<file path="src/rtl/mem_access_unit.sv">
// Data-memory access unit: one outstanding load/store, byte-lane stores, load extraction with timeout.
// Define MEMACC_MISALIGN_TRAP_EN to turn misaligned half/word accesses into error responses.
module mem_access_unit #(
    parameter int TIMEOUT = 16
) (
    input  logic        clk,
    input  logic        rst_n,
    input  logic        req_valid,
    output logic        req_ready,
    input  logic [1:0]  MemWrite,
    input  logic [2:0]  Mask,
    input  logic [31:0] addr,
    input  logic [31:0] wdata,
    output logic        mem_en,
    output logic [3:0]  mem_we,
    output logic [29:0] mem_addr,
    output logic [31:0] mem_wdata,
    input  logic [31:0] mem_rdata,
    input  logic        mem_rvalid,
    output logic        resp_valid,
    output logic [31:0] resp_data,
    output logic        resp_err
);

    typedef enum logic [1:0] {
        IDLE  = 2'd0,
        ISSUE = 2'd1,
        WAIT  = 2'd2,
        RESP  = 2'd3
    } stateT;

    localparam logic [1:0] MW_LOAD = 2'b00;
    localparam logic [1:0] MW_SB   = 2'b01;
    localparam logic [1:0] MW_SH   = 2'b10;
    localparam logic [1:0] MW_SW   = 2'b11;

    localparam logic [2:0] MK_LB   = 3'b000;
    localparam logic [2:0] MK_LH   = 3'b001;
    localparam logic [2:0] MK_LW   = 3'b010;
    localparam logic [2:0] MK_LBU  = 3'b011;
    localparam logic [2:0] MK_LHU  = 3'b100;

`ifdef MEMACC_MISALIGN_TRAP_EN
    localparam bit TRAP_MISALIGN = 1'b1;
`else
    localparam bit TRAP_MISALIGN = 1'b0;
`endif

    localparam int CW = (TIMEOUT > 2) ? $clog2(TIMEOUT) : 1;
    localparam logic [CW-1:0] CNT_LAST = CW'(TIMEOUT - 1);

    stateT          state;
    logic [CW-1:0]  waitCnt;
    logic           regLoad;
    logic [2:0]     regMask;
    logic [1:0]     regOff;

    logic           isLoad;
    logic           isHalf;
    logic           isWord;
    logic           maskIllegal;
    logic           misaligned;
    logic           reqErr;
    logic [1:0]     effOff;

    function automatic logic [3:0] storeEnables(input logic [1:0] mw, input logic [1:0] off);
        logic [3:0] we;
        case (mw)
            MW_SB:   we = 4'b1000 >> off;
            MW_SH:   we = off[1] ? 4'b0011 : 4'b1100;
            MW_SW:   we = 4'b1111;
            default: we = 4'b0000;
        endcase
        return we;
    endfunction

    function automatic logic [31:0] storeData(input logic [1:0] mw, input logic [31:0] wd);
        logic [31:0] d;
        case (mw)
            MW_SB:   d = {4{wd[7:0]}};
            MW_SH:   d = {2{wd[15:0]}};
            default: d = wd;
        endcase
        return d;
    endfunction

    function automatic logic [31:0] loadExtract(input logic [2:0] mk, input logic [1:0] off,
                                                input logic [31:0] rd);
        logic [7:0]  b;
        logic [15:0] h;
        logic [31:0] r;
        case (off)
            2'd0:    b = rd[31:24];
            2'd1:    b = rd[23:16];
            2'd2:    b = rd[15:8];
            default: b = rd[7:0];
        endcase
        h = off[1] ? rd[15:0] : rd[31:16];
        case (mk)
            MK_LB:   r = {{24{b[7]}}, b};
            MK_LH:   r = {{16{h[15]}}, h};
            MK_LBU:  r = {24'd0, b};
            MK_LHU:  r = {16'd0, h};
            default: r = rd;
        endcase
        return r;
    endfunction

    // Decode the incoming request: size class, legality and the lane offset actually used.
    always_comb begin
        isLoad      = (MemWrite == MW_LOAD);
        maskIllegal = isLoad && (Mask > MK_LHU);
        isHalf      = (isLoad && (Mask == MK_LH || Mask == MK_LHU)) || (MemWrite == MW_SH);
        isWord      = (isLoad && (Mask == MK_LW)) || (MemWrite == MW_SW);
        misaligned  = (isHalf && addr[0]) || (isWord && (addr[1:0] != 2'b00));
        reqErr      = maskIllegal || (TRAP_MISALIGN && misaligned);
        effOff      = addr[1:0];
        if (isHalf)
            effOff[0] = 1'b0;
        if (isWord)
            effOff = 2'b00;
    end

    assign req_ready = (state == IDLE);

    // Response fields are only non-zero during the RESP cycle.
    always_ff @(posedge clk or negedge rst_n) begin
        if (!rst_n) begin
            state      <= IDLE;
            waitCnt    <= '0;
            regLoad    <= 1'b0;
            regMask    <= 3'd0;
            regOff     <= 2'd0;
            mem_en     <= 1'b0;
            mem_we     <= 4'b0000;
            mem_addr   <= 30'd0;
            mem_wdata  <= 32'd0;
            resp_valid <= 1'b0;
            resp_data  <= 32'd0;
            resp_err   <= 1'b0;
        end else begin
            case (state)
                IDLE: begin
                    if (req_valid) begin
                        regLoad <= isLoad;
                        regMask <= Mask;
                        regOff  <= effOff;
                        if (reqErr) begin
                            resp_valid <= 1'b1;
                            resp_err   <= 1'b1;
                            resp_data  <= 32'd0;
                            state      <= RESP;
                        end else begin
                            mem_en   <= 1'b1;
                            mem_addr <= addr[31:2];
                            if (isLoad) begin
                                mem_we <= 4'b0000;
                            end else begin
                                mem_we    <= storeEnables(MemWrite, effOff);
                                mem_wdata <= storeData(MemWrite, wdata);
                            end
                            state <= ISSUE;
                        end
                    end
                end
                ISSUE: begin
                    mem_en <= 1'b0;
                    mem_we <= 4'b0000;
                    if (regLoad) begin
                        waitCnt <= '0;
                        state   <= WAIT;
                    end else begin
                        resp_valid <= 1'b1;
                        resp_err   <= 1'b0;
                        resp_data  <= 32'd0;
                        state      <= RESP;
                    end
                end
                WAIT: begin
                    // Read data takes priority over a timeout landing in the same cycle.
                    if (mem_rvalid) begin
                        resp_valid <= 1'b1;
                        resp_err   <= 1'b0;
                        resp_data  <= loadExtract(regMask, regOff, mem_rdata);
                        state      <= RESP;
                    end else if (waitCnt == CNT_LAST) begin
                        resp_valid <= 1'b1;
                        resp_err   <= 1'b1;
                        resp_data  <= 32'd0;
                        state      <= RESP;
                    end else begin
                        waitCnt <= waitCnt + 1'b1;
                    end
                end
                RESP: begin
                    resp_valid <= 1'b0;
                    resp_err   <= 1'b0;
                    resp_data  <= 32'd0;
                    state      <= IDLE;
                end
                default: state <= IDLE;
            endcase
        end
    end

endmodule

</file>
<file path="config.mk">
export PLATFORM = sky130hd
export DESIGN_NAME = mem_access_unit
export DESIGN_NICKNAME = d
export VERILOG_FILES = /design/src/rtl/mem_access_unit.sv
export SDC_FILE = /design/constraint.sdc
export NUM_CORES = 1
export LEC_CHECK = 0
export CAP_MARGIN = 25
export CELL_PAD_IN_SITES_DETAIL_PLACEMENT = 0
export CELL_PAD_IN_SITES_GLOBAL_PLACEMENT = 2
export CORE_MARGIN = 5
export CORE_UTILIZATION = 27
export CTS_CLUSTER_SIZE = 40
export DETAILED_ROUTE_END_ITERATION = 7
export PLACE_DENSITY = 0.82
export SYNTH_ARGS = -nofsm -noshare
export SYNTH_HDL_FRONTEND = slang
export SYNTH_SLANG_ARGS = --single-unit
</file>
<file path="constraint.sdc">
create_clock -name clk -period 2.6 [get_ports clk]
set_input_delay 0.52 -clock clk [delete_from_list [all_inputs] [get_ports clk]]
set_output_delay 0.52 -clock clk [all_outputs]
set_load 0.05 [all_outputs]
</file>
# After elaboration in Yosys (flattened, before gate mapping)
# Cells that the tools add are included.
# classes
add_sub_neg,1
order_cmp,1
eq_ne,23
n_shift,1
n_mux,40
bitwise_logic,2
reduce_logical,19
# ops
op,count
$pmux 32 s4,2
$mux 32,5
$pmux 32 s2,1
$mux 4,7
$pmux 8 s3,1
$mux 16,1
$pmux 4 s2,2
$ne 2x2->1 const B,6
$pmux 4 s3,1
$reduce_and 4->1,3
$mux 1,11
$eq 2x2->1 const B,5
$mux 2,5
$pmux 1 s4,2
$pmux 2 s4,1
$eq 2x1->1 const B,3
$eq 3x1->1 const B,2
$eq 3x2->1 const B,2
$eq 3x3->1 const B,2
$logic_not 2->1,3
$reduce_and 3->1,2
$add 4x1->4 const B,1
$eq 4x4->1 const B,1
$reduce_and 2->1,2
other kinds (10),16
# totals
regBits,113
inputBits,105
output_inout_bits,102
word_cells,99

# Depth between registers and ports, before layout
# Gate-level depths: netlist (run 1).
# depth
word_depth,12
mapped_depth,9
ltp_nobuf,6

# Least setup slack after synthesis (run 1)
# Ideal clock, no wire load.
# synth_timing
path_type,register to register
from,register state[0]
to,register mem_wdata[22]
setup_ps,126
arrival_ps,2245
t_required_ps,2474
slack_ps,230
path_stages_with_launch,10
n_path_buf,3
period_less_slack_ps,2370
cell_sequence,dfrtp_1 -> inv_1 -> ha_1 -> buf_2 -> nand2_1 -> or2_1 -> clkbuf_1 -> buf_2 -> a221oi_1 -> nor2_1
# synth_via
elab_chain_cells,2
# synth_rtl
item,line,rtl
"start, declared",52,stateT state;
"start signal, assigned",129,state <= IDLE;
"start signal, assigned",152,state <= RESP;
"start signal, assigned",162,state <= ISSUE;
$logic_not 2->1,--,
named net req_ready,9,"output logic req_ready,"
$reduce_and 4->1 (no line),--,
"end signal, assigned",160,"mem_wdata <= storeData(MemWrite, wdata);"
"end, declared",17,"output logic [31:0] mem_wdata,"
# The timed path passes the listed nets, and every way through them passes these cells.
# A chain may end at the register's enable or synchronous reset.

# Worst setup path in the final report (run 1)
# layout_timing
from,input MemWrite[0]
to,register resp_data[27]
# layout_via
elab_chain_cells,4
# layout_rtl
item,line,rtl
"start, declared",10,"input logic [1:0] MemWrite,"
$logic_not 2->1,111,isLoad = (MemWrite == MW_LOAD);
named net isLoad,58,logic isLoad;
$logic_and 1x1->1,112,maskIllegal = isLoad && (Mask > MK_LHU);
$ne 2x1->1 (no line),--,
$reduce_and 4->1 (no line),--,
"end signal, assigned",184,"resp_data <= loadExtract(regMask, regOff, mem_rdata);"
"end, declared",21,"output logic [31:0] resp_data,"
# The timed path passes the listed nets, and every way through them passes these cells.

==> results of run 1 <==
==> Yosys cell counts, types with 8 or more instances <==
master | n | share of area [%]
nand2_1 | 64 | 4.3
mux2_2 | 36 | 7.3
o21ai_1 | 21 | 1.9
nand2b_1 | 12 | 1.4
a22o_1 | 19 | 3.0
ha_1 | 9 | 2.0
o21ai_0 | 23 | 2.1
a221oi_1 | 8 | 1.3
a21oi_1 | 26 | 2.4
inv_1 | 10 | 0.68
dfrtp_1 | 113 | 51
mux2i_1 | 14 | 2.5
nor2_1 | 64 | 4.3
buf_2 | 11 | 0.99
clkbuf_1 | 17 | 1.2
==> flip-flops by register name, indices dropped and copies added, names as in the netlist <==
| signal | count |
|---|---|
| state | 2 |
| regLoad | 1 |
| resp_err | 1 |
| mem_addr | 30 |
| mem_wdata | 32 |
| waitCnt | 4 |
| mem_en | 1 |
| resp_data | 32 |
| regMask | 3 |
| resp_valid | 1 |
| regOff | 2 |
| mem_we | 4 |
==> power groups by stage <==
stage          logic (uW)  clock network, uW  registers [uW]
2_1_floorplan        2140                  0            5540
3_3_place_gp         6830                  0            3220
3_5_place_dp         6920                  0            3240
4_1_cts              6940               2460            3240
5_1_grt              7270               2540            3360
6_report             6860               2390            3240
==> final timing paths <==
path,end,depth (start not counted),start
worst max-delay path,resp_data[27]$_DFFE_PN0P_,8,MemWrite[0]
max in group asynchronous,mem_wdata[10]$_DFFE_PN0P_,2,rst_n
min in group clk,mem_wdata[6]$_DFFE_PN0P_,2,mem_wdata[6]$_DFFE_PN0P_
worst min-delay path,resp_data[25]$_DFFE_PN0P_,1,rst_n
worst min register to register,mem_wdata[6]$_DFFE_PN0P_,2,mem_wdata[6]$_DFFE_PN0P_
worst max register to register,resp_data[4]$_DFFE_PN0P_,4,regOff[1]$_DFFE_PN0P_
==> cell type report <==
type	instances	area, um^2
Tap cell	270	337.8
Fill cell	1915	11670
Multi-Input combinational cell	380	2527
Clock inverter	5	100.1
Timing Repair Buffer	222	2227
Sequential cell	113	2828
Inverter	11	41.29
Clock buffer	25	505.5
==> metal layers <==
metal / part of all wire, % / GRT usage, %
met1: 42 / 19.55
met2: 46 / 24.23
met3: 8.3 / 5.739
met4: 3.1 / 6.491
met5: 0 / 0
==> logic make-up (layout without fill, tap and decap cells) <==
kind of cell	count (synthesis)	after routing	share of synthesized area (%)
flops	113	113	51.10
compound gates	136	136	17.21
fa+ha+maj	16	16	3.301
simple gates	176	176	14.85
buf+inv	43	263	3.369
xor+xnor	2	2	0.3166
mux	50	50	9.858
==> per-stage QoR <==
step / worst slack, ns / cell area (um^2) / setup TNS (ns) / power (uW) / hold slack (ns)
floorplan: 0.2296 / 5534 / 0 / 7681 / 0.2244
global placement: 0.07857 / 7961 / 0 / 10050 / 0.4613
global route: 0.2500 / 8567 / 0 / 13170 / 0.1375
finish: 0.3931 / 8567 / 0 / 12490 / 0.1007
detailed placement: -0.03987 / 7961 / -0.7375 / 10170 / 0.4617
CTS: 0.4055 / 8567 / 0 / 12630 / 0.09986
==> impl_metrics.yaml, run 1 <==
setup_path:
  crit_family: "buffers and inverters"
  critPathLaunchType: "input port"
  path_cells: "clkdlybuf4s50_1, inv_1, ha_1, o2111ai_2, a211oi_4, buf_4, nand3_4, o21ai_1"
  slowest_delay_ns: 0.46
  critPathArrivalTime_ns: 2.54
  slowest_stage: "clkdlybuf4s50_1"
  critical_path_class: "input port to flip-flop"
  cp_num_buf_inv: 3
  cp_max_fo: 16
  cp.required_ns: 2.93
  regToRegSetupSlack_ns: 0.45
  endpoint_kind: "flip-flop"
floorplan:
  core-area_um2: 20230
  dieArea_um2: 23460
  die_x_um: 153.2
  start_util_pct: 27.35
  ios: 207
  die_y_um: 153.2
  core.rowCount: 52
pwr:
  clock_power_share_pct: 19.1
  p_leak_uw: 0.003586
  peakVddDrop_uv: 834.1
  p_sw_share_pct: 46.68
  combPwrFrac_pct: 55.0
  p_per_area_nw_per_um2: 1458
  switchingPower_uw: 5831
  p_int_uw: 6660
  seqPwrFrac_pct: 25.9
clock_tree:
  cts_setup_buffers: 0
  htreeDepth: 4
  cts_tree: "yes"
  cts.path.max_buffers: 2
  cts_sinks: 113
  post_cts_resized: 0
  holdBufCountCts: 0
  clk_pin_slew_worst_paths_ns: 0.05
  cts_buffers: 17
  clock_latency_ns: 0.41
  cts-root-buf: "clkbuf_16"
global_routing:
  grt_pass1_wl_um: 29350
  grt_max_degree: 42
  track_usage_pct: 15.57
  grt-ovfl-total: 0
  grt_pass1_vias: 5384
  antenna_found_initial: 0
sta:
  hold_violations: 0
  slew_viol_final: 0
  fin_skew_ns: 0.005305
  max_freq_ghz: 0.4531
  tightest_slew_ns: 0.8772
  fin_crit_ns: 2.207
  rsz0062_at_grt: "no"
  min_period_over_period_pct: 84.88
  maxSlewHeadroom_pct: 41.52
  finalSetupViolCount: 0
finish:
  fin_util_pct: 42.34
  drive_above_1_share_pct: 12.30
  fin_cells: 1026
  final_common_cell: "clkdlybuf4s50_1"
  area_growth_pct: 54.80
  nets: 859
  n_antenna_cell: 0
  final_cell_mix: "clkdlybuf4s50_1, dfrtp_1, nand2_1"
synth:
  postSynthCellCount: 536
  synth_warnings: 0
  yosysUniqueCellTypes: 58
  async_flop_share_pct: 100.0
  ys.flop_type: "dfrtp_1"
  avgSynthCellArea_um2: 10.32
  yosysSeqAreaShare_pct: 51.10
  synth_edf_count: 0
  synth_area_um2: 5534
  synth-seq-cells: 113
  synth_nets: 650
worst_hold_path:
  hold_path_class: "input port to asynchronous set/reset pin"
place:
  place_inst: 996
  port_buffers: 206
  gp_congestion: 0.8786
  hpwl_um: 14140
drt:
  routed_via_density: 4.876
  vias: 5003
  dr.pass1.iters: 4
  drt_iter0_drc: 199
  ant_nets: 0
  drc: 0
  routed_wl_um: 18380
  wire_per_inst_um: 17.92
run:
  cap_viol_max_count: 0
outcome:
  status: "finished, final reports clean"
Power figures use the tool's default switching activity.
==> inputs of run 2 (changes only) <==
Clock period 2.6 ns to 2.3 ns, I/O delays scaled along.
==> run 2 against run 1 <==
Against the previous run:
- hold slack improved by 0.051 ns
- die area unchanged
- utilization grew 0.76 points
- clock skew up 0.0050 ns
==> impl_metrics.yaml, run 2 (synthesis gave the netlist of run 1 again) <==
drt:
  wire_per_inst_um: 17.70
  vias: 4958
  routed_wl_um: 18460
  drt_iter0_drc: 230
  dr.pass1.iters: 4
  ant_nets: 0
  routed_via_density: 4.754
  drc: 0
clock_tree:
  cts.path.max_buffers: 2
  cts-root-buf: "clkbuf_16"
  cts_setup_buffers: 0
  cts_sinks: 113
  htreeDepth: 4
  clock_latency_ns: 0.42
  cts_tree: "yes"
  holdBufCountCts: 0
  clk_pin_slew_worst_paths_ns: 0.05
  post_cts_resized: 0
  cts_buffers: 17
setup_path:
  critPathArrivalTime_ns: 2.42
  slowest_delay_ns: 0.42
  rr_worst_depth: 4
  cp_num_buf_inv: 3
  slowest_stage: "clkdlybuf4s50_1"
  cp_max_fo: 16
  crit_family: "compound AO/OA/AOI/OAI gates"
  cp.required_ns: 2.63
  critPathLaunchType: "input port"
  critical_path_class: "input port to flip-flop"
  endpoint_kind: "flip-flop"
  path_cells: "clkdlybuf4s50_1, inv_1, ha_1, o2111ai_2, a211oi_4, buf_4, nand3_4, o21ai_1"
  regToRegSetupSlack_ns: 0.36
  path_depth: 8
finish:
  area_growth_pct: 57.59
  n_antenna_cell: 0
  nets: 874
  reg_top3: "mem_wdata x32, resp_data x32, mem_addr x30"
  final_common_cell: "clkdlybuf4s50_1"
  drive_above_1_share_pct: 14.62
  fill_cells: 1936
  final_cell_mix: "clkdlybuf4s50_1, dfrtp_1, nand2_1"
floorplan:
  start_util_pct: 27.35
  ios: 207
  die_y_um: 153.2
  core.rowCount: 52
  dieArea_um2: 23460
  core-area_um2: 20230
  die_x_um: 153.2
global_routing:
  grt_pass1_vias: 5250
  antenna_found_initial: 0
  grt-ovfl-total: 0
  grt_max_degree: 114
  track_usage_pct: 15.46
  grt_pass1_wl_um: 29040
sta:
  fin_ws_ns: 0.2121
  fin_crit_ns: 2.088
  finalSetupViolCount: 0
  hold_violations: 0
  min_period_over_period_pct: 90.78
  tightest_slew_ns: 0.6509
  rsz0062_at_grt: "no"
  max_freq_ghz: 0.4790
  maxSlewHeadroom_pct: 56.61
  fin_skew_ns: 0.01027
  tns_ns: 0
  hold_slack_ns: 0.1518
  slew_viol_final: 0
place:
  gp_congestion: 0.8385
  port_buffers: 206
  hpwl_um: 14170
  pre_cts_slack_ns: -0.2481
run:
  cap_viol_max_count: 0
pwr:
  p_leak_uw: 0.003664
  peakVddDrop_uv: 914.0
  p_per_area_nw_per_um2: 1657
worst_hold_path:
  hold_path_class: "input port to asynchronous set/reset pin"
outcome:
  status: "finished, final reports clean"
==> run 2: cell types whose count changed in the layout (fill, tap and decap cells not counted) <==
| cell | change |
|---|---|
| buf_12 | -1 |
| buf_4 | +16 |
| bufinv_16 | +2 |
| clkbuf_1 | -3 |
| clkbuf_8 | -3 |
| clkinv_4 | +3 |
| clkinvlp_4 | +3 |
| ha_1 | -1 |
| ha_2 | +1 |
| nand3_1 | +1 |
| nand3_2 | -1 |
==> run 2: report_power, final <==
group / total (uW) / internal, uW / switching [uW] / leakage (uW)
Sequential: 3590 / 2900 / 683 / 0.00141
Combinational: 7920 / 2870 / 5050 / 0.00194
Clock: 2940 / 1980 / 965 / 0.000315
Total: 14400 / 7760 / 6690 / 0.00366
==> run 2: area by class of cell <==
cell class,count,area [um^2],area share (%)
well taps,270,337.8,3.874
clock buffers,19,452.9,5.194
repair buffers,237,2327,26.69
inverters,11,41.29,0.4735
clock inverters,13,209.0,2.396
multi-input cells,380,2525,28.95
flip-flops and latches,113,2828,32.42
==> run 2: through the flow <==
stage          utilization (%)  power (uW)  instances  instance area (um^2)
2_1_floorplan                -        8688        536                  5537
3_3_place_gp             39.83       11410       1011                  8059
3_5_place_dp             39.83       11590       1011                  8059
4_1_cts                  43.10       14610       1043                  8721
5_1_grt                  43.10       15180       1043                  8721
6_report                 43.10       14450       1043                  8721
==> run 2: final timing paths <==
check | start | end
setup / recovery | MemWrite[1] | resp_data[19]$_DFFE_PN0P_
hold / removal | rst_n | resp_data[27]$_DFFE_PN0P_
min in group clk | mem_wdata[5]$_DFFE_PN0P_ | mem_wdata[5]$_DFFE_PN0P_
max in group asynchronous | rst_n | mem_addr[3]$_DFFE_PN0P_
setup reg to reg | regOff[1]$_DFFE_PN0P_ | resp_data[4]$_DFFE_PN0P_
hold reg to reg | mem_wdata[5]$_DFFE_PN0P_ | mem_wdata[5]$_DFFE_PN0P_
==> run 2: routing by layer <==
metal	vias to the layer above	wire, um	GRT usage, %
li1	2362	-	-
met1	2388	7927	19.33
met2	184	8795	25.37
met3	24	1460	5.344
met4	0	280	4.497
met5	-	0	0
==> inputs of run 3 (changes only) <==
Settings changed: TNS_END_PERCENT set to 10.
==> results of run 3 <==
No change in the layout: final DEF, timing and power equal those of run 2.
